## config.mk

```make
export PLATFORM = sky130hd
export DESIGN_NAME = mem_access_sequencer_flat
export DESIGN_NICKNAME = d
export VERILOG_FILES = /design/src/rtl/mem_access_sequencer_pkg.sv /design/src/rtl/mem_access_sequencer_if.sv /design/src/rtl/mem_access_sequencer_load_formatter.sv /design/src/rtl/mem_access_sequencer.sv /design/src/flat_wrapper.sv
export SDC_FILE = /design/constraint.sdc
export NUM_CORES = 1
export LEC_CHECK = 0
export ABC_AREA = 1
export BUFFER_PORTS_ARGS = -buffer_cell sky130_fd_sc_hd__buf_4
export CORE_MARGIN = 2
export CORE_UTILIZATION = 48
export DETAILED_ROUTE_END_ITERATION = 16
export GPL_ROUTABILITY_DRIVEN = 0
export PLACE_DENSITY = 0.81
export SETUP_SLACK_MARGIN = 0.4
export SLEW_MARGIN = 25
export SYNTH_ARGS = -nofsm -noshare
export SYNTH_HDL_FRONTEND = slang
export SYNTH_SLANG_ARGS = --single-unit
export TNS_END_PERCENT = 10
```

## constraint.sdc

```tcl
create_clock -name clk -period 2 [get_ports clk]
set_input_delay 0.4 -clock clk [delete_from_list [all_inputs] [get_ports clk]]
set_output_delay 0.4 -clock clk [all_outputs]
set_load 0.03 [all_outputs]
```

## src/rtl/mem_access_sequencer_pkg.sv

```systemverilog
// Shared types for the memory access sequencer: access-size encodings,
// FSM state encodings, on/off constants and the store lane-merge helper.
package mem_access_sequencer_pkg;

  localparam logic ON  = 1'b1;
  localparam logic OFF = 1'b0;

  // CPU access size; the reserved code behaves as a word access
  typedef enum logic [1:0] {
    SIZE_WORD = 2'd0,
    SIZE_HALF = 2'd1,
    SIZE_BYTE = 2'd2,
    SIZE_RSVD = 2'd3
  } mem_size_t;

  typedef enum logic [2:0] {
    ST_IDLE   = 3'd0,
    ST_RD     = 3'd1,
    ST_RMW_RD = 3'd2,
    ST_RMW_WR = 3'd3,
    ST_WR     = 3'd4,
    ST_DONE   = 3'd5
  } seq_state_t;

  function automatic logic is_word(input mem_size_t size);
    return (size == SIZE_WORD) || (size == SIZE_RSVD);
  endfunction

  // Half needs addr[0]=0, word needs addr[1:0]=0; bytes are always aligned
  function automatic logic is_misaligned(input mem_size_t size, input logic [1:0] lane);
    logic bad;
    bad = 1'b0;
    if (size == SIZE_HALF)  bad = lane[0];
    else if (is_word(size)) bad = |lane;
    return bad;
  endfunction

  // Replace the addressed little-endian lane(s) of old_word with the low bits of data
  function automatic logic [31:0] merge_lanes(input logic [31:0] old_word,
                                              input logic [31:0] data,
                                              input mem_size_t size,
                                              input logic [1:0] lane);
    logic [31:0] w;
    w = old_word;
    case (size)
      SIZE_BYTE: w[{lane, 3'b000} +: 8] = data[7:0];
      SIZE_HALF: w[{lane[1], 4'b0000} +: 16] = data[15:0];
      default:   w = data;
    endcase
    return w;
  endfunction

endpackage

```

## src/rtl/mem_access_sequencer_if.sv

```systemverilog
// Word-wide data memory bus between the sequencer (master) and memory (slave).
// Handshake: the master raises en (with we/addr/wdata stable) and holds it
// until the memory returns rdy; a phase completes on the cycle en && rdy.
// rdata is only meaningful in that completing cycle of a read phase.
interface mem_access_sequencer_if #(
  parameter int ADDR_W = 10
);
  logic              en;
  logic              we;
  logic [ADDR_W-1:0] addr;
  logic [31:0]       wdata;
  logic [31:0]       rdata;
  logic              rdy;

  modport master (output en, we, addr, wdata, input rdata, rdy);
  modport slave  (input en, we, addr, wdata, output rdata, rdy);
endinterface

```

## src/rtl/mem_access_sequencer_load_formatter.sv

```systemverilog
// Combinational load formatter: picks the addressed byte/half lane of a
// memory word and sign- or zero-extends it to 32 bits.
module mem_load_formatter
  import mem_access_sequencer_pkg::*;
(
  input  mem_size_t   size,
  input  logic        extend,
  input  logic [1:0]  lane,
  input  logic [31:0] word,
  output logic [31:0] result
);

  logic [7:0]  byte_v;
  logic [15:0] half_v;

  // Lane select and extension; extend=0 sign-extends, extend=1 zero-extends
  always_comb begin
    byte_v = word[{lane, 3'b000} +: 8];
    half_v = word[{lane[1], 4'b0000} +: 16];
    case (size)
      SIZE_BYTE: result = {{24{~extend & byte_v[7]}}, byte_v};
      SIZE_HALF: result = {{16{~extend & half_v[15]}}, half_v};
      default:   result = word;
    endcase
  end

endmodule

```

## src/rtl/mem_access_sequencer.sv

```systemverilog
// Multi-cycle load/store sequencer between CPU memory control and a word
// memory with a ready handshake. Sub-word stores are read-modify-write,
// sub-word loads are lane-extracted and extended. Every phase has a
// timeout that aborts the access with a bus_err pulse.
// Optional feature: define MEM_ALIGN_CHECK_EN to reject misaligned
// half/word accesses with an align_err pulse instead of touching memory.
module mem_access_sequencer
  import mem_access_sequencer_pkg::*;
#(
  parameter int ADDR_W  = 10,
  parameter int TIMEOUT = 255
) (
  input  logic        clk,
  input  logic        rst,
  input  logic        memRead,
  input  logic        memWrite,
  input  logic [1:0]  memDataSize,
  input  logic        memBitExtend,
  input  logic [31:0] addr,
  input  logic [31:0] wdata,
  output logic [31:0] rdata,
  output logic        stall,
  output logic        bus_err,
  output logic        align_err,
  output seq_state_t  dbg_state,
  mem_access_sequencer_if.master mem
);

  localparam int CNT_W = $clog2(TIMEOUT + 1);
  localparam logic [CNT_W-1:0] WAIT_LAST = CNT_W'(TIMEOUT - 1);

  seq_state_t       state;
  logic [CNT_W-1:0] wait_cnt;
  mem_size_t        req_size;
  logic             req_ext;
  logic [1:0]       req_lane;
  logic [31:0]      req_wdata;
  logic [31:0]      load_word;
  mem_size_t        size_in;

  assign size_in   = mem_size_t'(memDataSize);
  assign stall     = (memRead || memWrite) && (state != ST_DONE);
  assign dbg_state = state;

  mem_load_formatter u_fmt (
    .size   (req_size),
    .extend (req_ext),
    .lane   (req_lane),
    .word   (mem.rdata),
    .result (load_word)
  );

  // Sequencer FSM: request latch, memory phases, timeout abort, registered outputs
  always_ff @(posedge clk) begin
    if (rst) begin
      state     <= ST_IDLE;
      wait_cnt  <= '0;
      rdata     <= '0;
      bus_err   <= OFF;
      align_err <= OFF;
      mem.en    <= OFF;
      mem.we    <= OFF;
      mem.addr  <= '0;
      mem.wdata <= '0;
      req_size  <= SIZE_WORD;
      req_ext   <= 1'b0;
      req_lane  <= 2'b00;
      req_wdata <= '0;
    end else begin
      bus_err   <= OFF;
      align_err <= OFF;
      case (state)
        ST_IDLE: begin
          wait_cnt <= '0;
          if (memRead || memWrite) begin
            req_size  <= size_in;
            req_ext   <= memBitExtend;
            req_lane  <= addr[1:0];
            req_wdata <= wdata;
            mem.addr  <= addr[ADDR_W+1:2];
`ifdef MEM_ALIGN_CHECK_EN
            if (is_misaligned(size_in, addr[1:0])) begin
              state     <= ST_DONE;
              align_err <= ON;
              rdata     <= '0;
            end else
`endif
            if (memRead) begin
              state  <= ST_RD;
              mem.en <= ON;
              mem.we <= OFF;
            end else if (is_word(size_in)) begin
              state     <= ST_WR;
              mem.en    <= ON;
              mem.we    <= ON;
              mem.wdata <= wdata;
            end else begin
              state  <= ST_RMW_RD;
              mem.en <= ON;
              mem.we <= OFF;
            end
          end
        end
        ST_RD, ST_RMW_RD, ST_WR, ST_RMW_WR: begin
          if (mem.rdy) begin
            wait_cnt <= '0;
            if (state == ST_RMW_RD) begin
              // Keep en high straight into the write half of the RMW
              state     <= ST_RMW_WR;
              mem.we    <= ON;
              mem.wdata <= merge_lanes(mem.rdata, req_wdata, req_size, req_lane);
            end else begin
              state  <= ST_DONE;
              mem.en <= OFF;
              mem.we <= OFF;
              if (state == ST_RD) rdata <= load_word;
            end
          end else if (wait_cnt == WAIT_LAST) begin
            state    <= ST_DONE;
            wait_cnt <= '0;
            mem.en   <= OFF;
            mem.we   <= OFF;
            bus_err  <= ON;
            rdata    <= '0;
          end else begin
            wait_cnt <= wait_cnt + 1'b1;
          end
        end
        ST_DONE: state <= ST_IDLE;
        default: state <= ST_IDLE;
      endcase
    end
  end

endmodule
```

## src/flat_wrapper.sv

```systemverilog
// flat-port wrapper written by rule: the top's interface ports become plain ports
module mem_access_sequencer_flat import mem_access_sequencer_pkg::*;
#(
  parameter int ADDR_W  = 10,
  parameter int TIMEOUT = 255
)
  (clk, rst, memRead, memWrite, memDataSize, memBitExtend, addr, wdata, rdata, stall, bus_err, align_err, dbg_state, mem_en, mem_we, mem_addr, mem_wdata, mem_rdata, mem_rdy);
  mem_access_sequencer_if #(.ADDR_W(ADDR_W)) mem_i ();
  input  logic clk;
  input  logic rst;
  input  logic memRead;
  input  logic memWrite;
  input  logic [1:0] memDataSize;
  input  logic memBitExtend;
  input  logic [31:0] addr;
  input  logic [31:0] wdata;
  output logic [31:0] rdata;
  output logic stall;
  output logic bus_err;
  output logic align_err;
  output seq_state_t dbg_state;
  output wire logic [$bits(mem_i.en)-1:0] mem_en;
  output wire logic [$bits(mem_i.we)-1:0] mem_we;
  output wire logic [$bits(mem_i.addr)-1:0] mem_addr;
  output wire logic [$bits(mem_i.wdata)-1:0] mem_wdata;
  input wire logic [$bits(mem_i.rdata)-1:0] mem_rdata;
  input wire logic [$bits(mem_i.rdy)-1:0] mem_rdy;
  assign mem_en = mem_i.en;
  assign mem_we = mem_i.we;
  assign mem_addr = mem_i.addr;
  assign mem_wdata = mem_i.wdata;
  assign mem_i.rdata = mem_rdata;
  assign mem_i.rdy = mem_rdy;
  mem_access_sequencer #(.ADDR_W(ADDR_W), .TIMEOUT(TIMEOUT)) u_core (.clk(clk), .rst(rst), .memRead(memRead), .memWrite(memWrite), .memDataSize(memDataSize), .memBitExtend(memBitExtend), .addr(addr), .wdata(wdata), .rdata(rdata), .stall(stall), .bus_err(bus_err), .align_err(align_err), .dbg_state(dbg_state), .mem(mem_i));
endmodule
```

**Yosys cells after proc, flatten, opt, wreduce, memory -nomap -nowiden**

Index checks and enable logic that the tools add are counted.

- Register bits: 125
- Bits of input ports: 104
- Output and inout bits: 82
- Logic and storage cells: 94

- $add $sub $neg: 3
- Equality and inequality tests: 18
- Shifts and indexed selects: 6
- Multiplexer cells: 36
- Bitwise operators: 4
- Reduce and logical (&&, ||, !) cells: 15

Operators with widths:

| kind | count |
|---|---|
| two-way mux 32 bit | 9 |
| one-hot mux 32 bit (2 select lines) | 3 |
| bitwise mux 32 bit | 2 |
| variable shift 16 x 7 -> 32 bit, first input constant | 1 |
| variable shift 8 x 7 -> 32 bit, first input constant | 1 |
| variable part select 16 x 7 -> 32 bit | 1 |
| variable part select 32 x 6 -> 16 bit | 1 |
| variable part select 32 x 6 -> 8 bit | 1 |
| variable part select 8 x 7 -> 32 bit | 1 |
| two-way mux 3 bit | 6 |
| two-way mux 8 bit | 2 |
| one-hot mux 8 bit (2 select lines) | 1 |
| negation 5 -> 7 bit | 2 |
| two-way mux 1 bit | 10 |
| adder 8 x 1 -> 8 bit, second input constant | 1 |
| == test 8 bit, second input constant | 1 |
| != test 2 x 1 -> 1 bit, second input constant | 4 |
| AND reduction 4 bit | 2 |
| == test 3 x 2 -> 1 bit, second input constant | 2 |
| != test 2 bit, second input constant | 3 |
| != test 3 bit, second input constant | 2 |
| one-hot mux 3 bit (2 select lines) | 1 |
| AND reduction 6 bit | 1 |
| == test 2 bit, second input constant | 2 |
| other kinds (16) | 22 |

**Logic depth before layout (Yosys ltp)**

- Depth in word-level cells: 7
- Depth in mapped cells: 14
- Mapped depth without buffers: 13

**Modules after synthesis**

From an unflattened synthesis, not the netlist that was laid out.

- Cells, all modules: 1234
- Area total of the unflattened synthesis: 7400.8 µm²

Modules (own cells, without submodules):

| module | instances | cells each | area an instance (µm²) | sequential area each (µm²) |
|---|---|---|---|---|
| mem_access_sequencer | 1 | 1076 | 6701.4 | 2502.4 |
| mem_load_formatter | 1 | 158 | 699.4 | 0.0 |

**Worst setup path after synthesis**

OpenSTA, ideal clock, no wires.

- Path kind: flip-flop to flip-flop
- From: register u_core.req_lane[0]
- To: register u_core.mem.wdata[7]
- Library setup time: 0.109 ns
- Arrival: 1.777 ns
- Data required time: 1.891 ns
- Slack: 0.114 ns
- Stages on the path, launching flop included: 13
- Path buffers: 1
- Clock period less this slack: 1.886 ns
- Path through: dfxtp_1 inv_1 buf_2 ha_1 clkinv_1 nand4_1 nand2_1 nand2_1 o21ai_0 nand2_1 nand3_1 nand2_1 inv_1

- Longest elaborated chain between the ends: 7
- Elaborated cells on any way between the ends: 8
- Those cells by class: 1 x add/sub; 2 x shift; 5 x mux

RTL lines:

| element | line | text |
|---|---|---|
| from (decl) | mem_access_sequencer.sv:36 | `logic [1:0] req_lane;` |
| from (signal assigned) | mem_access_sequencer.sv:78 | `req_lane <= addr[1:0];` |
| negation 5 -> 7 bit * | mem_access_sequencer_pkg.sv:46 | `SIZE_BYTE: w[{lane, 3'b000} +: 8] = data[7:0];` |
| variable part select 8 x 7 -> 32 bit or variable shift 8 x 7 -> 32 bit (tied branches) | mem_access_sequencer_pkg.sv:46 |  |
| bitwise mux 32 bit * | mem_access_sequencer_pkg.sv:46 |  |
| one-hot mux 32 bit (2 select lines) * | mem_access_sequencer_pkg.sv:45 | `case (size)` |
| two-way mux 32 bit * | mem_access_sequencer.sv:107 | `if (state == ST_RMW_RD) begin` |
| two-way mux 32 bit * | mem_access_sequencer.sv:105 | `if (mem.rdy) begin` |
| one-hot mux 32 bit (2 select lines) * | mem_access_sequencer.sv:72 | `case (state)` |
| to (decl) | mem_access_sequencer_if.sv:15 | `modport master (output en, we, addr, wdata, input rdata, rdy);` |

Every way passes the cells marked *; elsewhere a longest branch is shown, timed or not. The select of a mux whose other input is x is not followed.
A chain may end at the register's enable or synchronous reset.

**Worst setup path in the final report**

- From: register u_core.req_lane[0]
- To: register u_core.mem.wdata[2]

Same word-level chain as after synthesis.

==> summary.txt <==
Clock network
  – Clk buf depth: 2
  – Max H-tree Level: 4
  – Clock transition at the registers of the reported paths: 60 ps
  – CTS tree: yes
  – Root buffer cell: clkbuf_16
  – Total clock buffers created by CTS: 17
  – Clk_lat worst skew: 430 ps
  – Sink Count: 125

Hold path
  – Hold_sp: addr[6]
  – Hold depth: 3
  – Sink of the worst hold path: u_core.mem.addr[4]
  – Hold Path Class: input pin to flip-flop

Pwr
  – Leak: 4.10 nW
  – PwrDens: 1680 mW/mm^2
  – Peak VDD IR: 0.000942 V

Setup path
  – Slowest cell on crit path: dfxtp_4
  – Crit Path Max Fanout: 8
  – Worst-path cell chain: clkinvlp_4, ha_4, clkinv_4, nand4_1, nand2_4, nand2_1, o21ai_1, nand2_1, nand3_2, nand2_1, inv_1
  – Reg2reg path depth: 11
  – Reg2Reg Setup Slack: 310 ps
  – Slowest cell delay on critical path: 360 ps
  – CP delay by family, top: simple AND/OR/NAND/NOR gates
  – Buf/Inv on CP: 3
  – Worst EP required: 2320 ps
  – Worst Setup End Kind: flip-flop
  – FF-to-FF Start: u_core.req_lane[0]
  – CP Launch Type: flip-flop
  – CP most frequent cell: nand2_1
  – Crit Reg-Reg Endpoint: u_core.mem.wdata[2]
  – CP Class: flip-flop to flip-flop
  – Worst EP arrival: 2010 ps

Yosys
  – Syn nets: 1195
  – Syn avg cell area: 6.31 um^2
  – Yosys reg bits: 125
  – Warnings, synthesis: 0
  – Syn Inst Count: 1082
  – Synth unique cells: 33
  – Post-Syn Area: 0.00683 mm^2
  – Post-synthesis sequential area ratio: 36.6%

GRT
  – Initial antenna violation count: 0
  – Vias in the first global route: 6935
  – GRT Total Usage: 28.7%
  – GRT overflow: 0
  – First-pass GRT wire length: 34200 um
  – Largest net degree at the start of global routing: 78

Timing
  – Final hold vios: 0
  – Setup TNS: 0 ps
  – Pin slew with the least headroom to its limit: 544 ps
  – Post-Route Skew: 6.92 ps
  – Relative slew slack: 63.5%
  – Fin. max-slew vios: 0
  – Final hold slack: 249 ps
  – RSZ-0062 raised after global routing: true
  – Part of the cycle the worst path needs: 84.7%
  – F_max: 591 MHz
  – Tmin final: 1690 ps
  – Setup violators final: 0

Drt
  – WL final: 22300 um
  – DRC Markers: 0
  – Via/cell ratio: 5.48
  – WL/cell: 15.6 um
  – Drt pass-1 iters: 10
  – Detailed Route Iter0 Violations: 847
  – Via count: 7827
  – Post-DRT Antenna Nets: 0

Floorplan
  – Initial Utilization: 49.2%
  – DIE AREA: 0.0152 mm^2
  – Die X-Extent: 123 um
  – Row Count: 43
  – Num ports: 186
  – Die Y: 123 um
  – CORE AREA: 0.0139 mm^2

Job
  – # Max-Cap Violations: 0

Final layout
  – # nets final: 1351
  – Proportion of layout cells with a drive suffix above 1: 23.1%
  – Final core occ: 66.3%
  – Final antenna diode count: 0
  – Area delta synth->final: 34.7%

Placed design
  – PortBufs: 164
  – Post-DP HPWL: 15300 um

Outcome
  – Outcome: completed
-- stage by stage --
step / setup WS (ps) / area, um^2 / std cells / total power [W]
after floorplan: 413 / 6860 / 1082 / 0.00923
after global placement: 131 / 8260 / 1388 / 0.0114
after detailed placement: 111 / 8260 / 1388 / 0.0116
after CTS: 348 / 9010 / 1426 / 0.0149
after global routing: 226 / 9200 / 1429 / 0.0165
final: 307 / 9200 / 1429 / 0.0155
-- report_power, final --
group / leakage [nW] / internal [W] / switching [W]
registers: 1.03 / 0.00331 / 0.000476
logic: 2.80 / 0.00305 / 0.00569
clock network: 0.275 / 0.00187 / 0.00107
total: 4.10 / 0.00823 / 0.00724
-- cells in the final DEF (no fill, tap or decap), types with 4 or more instances in the layout --
| cell | n |
|---|---|
| nor2_2 | 7 |
| inv_2 | 5 |
| nor2_1 | 40 |
| a21oi_2 | 4 |
| nand3_1 | 63 |
| a21oi_1 | 206 |
| o21ai_1 | 14 |
| buf_4 | 188 |
| a21o_1 | 8 |
| clkbuf_16 | 19 |
| nand2_1 | 296 |
| buf_12 | 5 |
| nand2_4 | 4 |
| clkinv_2 | 5 |
| inv_1 | 112 |
| inv_4 | 4 |
| o21ai_0 | 82 |
| nand2_2 | 4 |
| nand3_2 | 4 |
| nand3_4 | 4 |
| o211ai_1 | 4 |
| ha_1 | 4 |
| buf_6 | 5 |
| nor2_4 | 4 |
| dfxtp_1 | 118 |
| dfxtp_2 | 5 |
-- state kept, by name, indices dropped and copies added (netlist names), 2 cells and up --
name              flops
u_core.rdata         32
u_core.req_size       2
u_core.mem.wdata     32
u_core.req_lane       2
u_core.dbg_state      3
u_core.req_wdata     32
u_core.mem.addr      10
u_core.wait_cnt       8
-- final cells by class --
cell class / count / area (um^2)
clock buffer: 22 / 464
clock inverter: 8 / 92.6
tap: 180 / 225
timing repair buffer: 200 / 1620
inverter: 124 / 492
sequential: 125 / 2520
multi-input combinational: 770 / 3790
fill: 1245 / 4680
-- logic make-up (layout without fill, tap and decap cells) --
logic type | after synthesis | in the layout | synth area share [%]
flip-flops | 125 | 125 | 36.6
buffers and inverters | 188 | 354 | 11.0
AND/OR/NAND/NOR | 430 | 431 | 25.5
other | 1 | 1 | 0.0549
AO/OA/AOI/OAI | 325 | 325 | 24.6
adder cells (fa/ha/maj) | 9 | 9 | 1.65
XOR/XNOR | 4 | 4 | 0.513
-- layer usage --
metal,GRT usage [%],vias to the layer above,wire (um)
li1,-,3822,-
met1,39.6,3522,9300
met2,43.2,430,10000
met3,7.61,53,2270
met4,10.1,0,681
met5,0,-,0
-- worst min-delay path, delay by kind of cell --
kind / cells / cell delay (ps)
AND/OR/NAND/NOR: 1 / 60
AO/OA/AOI/OAI: 1 / 60
buffers and inverters: 1 / 110
-- Yosys cell counts --
cell	n	area (um^2)
nand2_1	303	1140
a21oi_1	209	1050
dfxtp_1	125	2500
inv_1	115	432
o21ai_0	95	475
nand3_1	67	335
nor2_1	49	184
clkbuf_1	40	150
buf_2	17	85.1
ha_1	9	113
a21o_1	8	60.1
inv_2	7	26.3
o211ai_1	4	30.0
buf_4	3	22.5
nand3_2	3	30.0
nand4_1	3	18.8
o21ai_1	3	15.0
xor2_1	3	26.3
buf_1	2	7.51
buf_6	2	22.5
clkinv_1	2	7.51
nor3_1	2	10.0
a21boi_1	1	7.51
a21oi_2	1	8.76
a31o_2	1	8.76
conb_1	1	3.75
nand2_2	1	6.26
nor2_2	1	6.26
nor2_4	1	11.3
o21ai_2	1	8.76
o21ai_4	1	16.3
o22ai_1	1	6.26
xnor2_1	1	8.76
-- timing repair --
| item | CTS | global route |
|---|---|---|
| hold buffers | 0 | 0 |
| endpoints found under the setup margin | 91 | 100 |
| gates resized for setup | 39 | 42 |
| cloned | 1 | 3 |
| buffers inserted | 7 | 0 |
| pin swaps | 8 | 4 |
-- how the worst max path moves through the flow --
| stage | from | end | slack (ps) | cells after the start |
|---|---|---|---|---|
| after global routing | memRead | stall | 230 | 6 |
| after CTS | u_core.req_size[1] | u_core.mem.wdata[31] | 350 | 12 |
| after global placement | u_core.req_lane[1] | u_core.mem.wdata[1] | 130 | 9 |
| after floorplan | u_core.req_size[0] | u_core.rdata[22] | 410 | 7 |
| final | u_core.req_lane[0] | u_core.mem.wdata[2] | 310 | 11 |
| after detailed placement | u_core.req_lane[1] | u_core.mem.wdata[2] | 110 | 9 |
(Power assumes the default switching activity.)
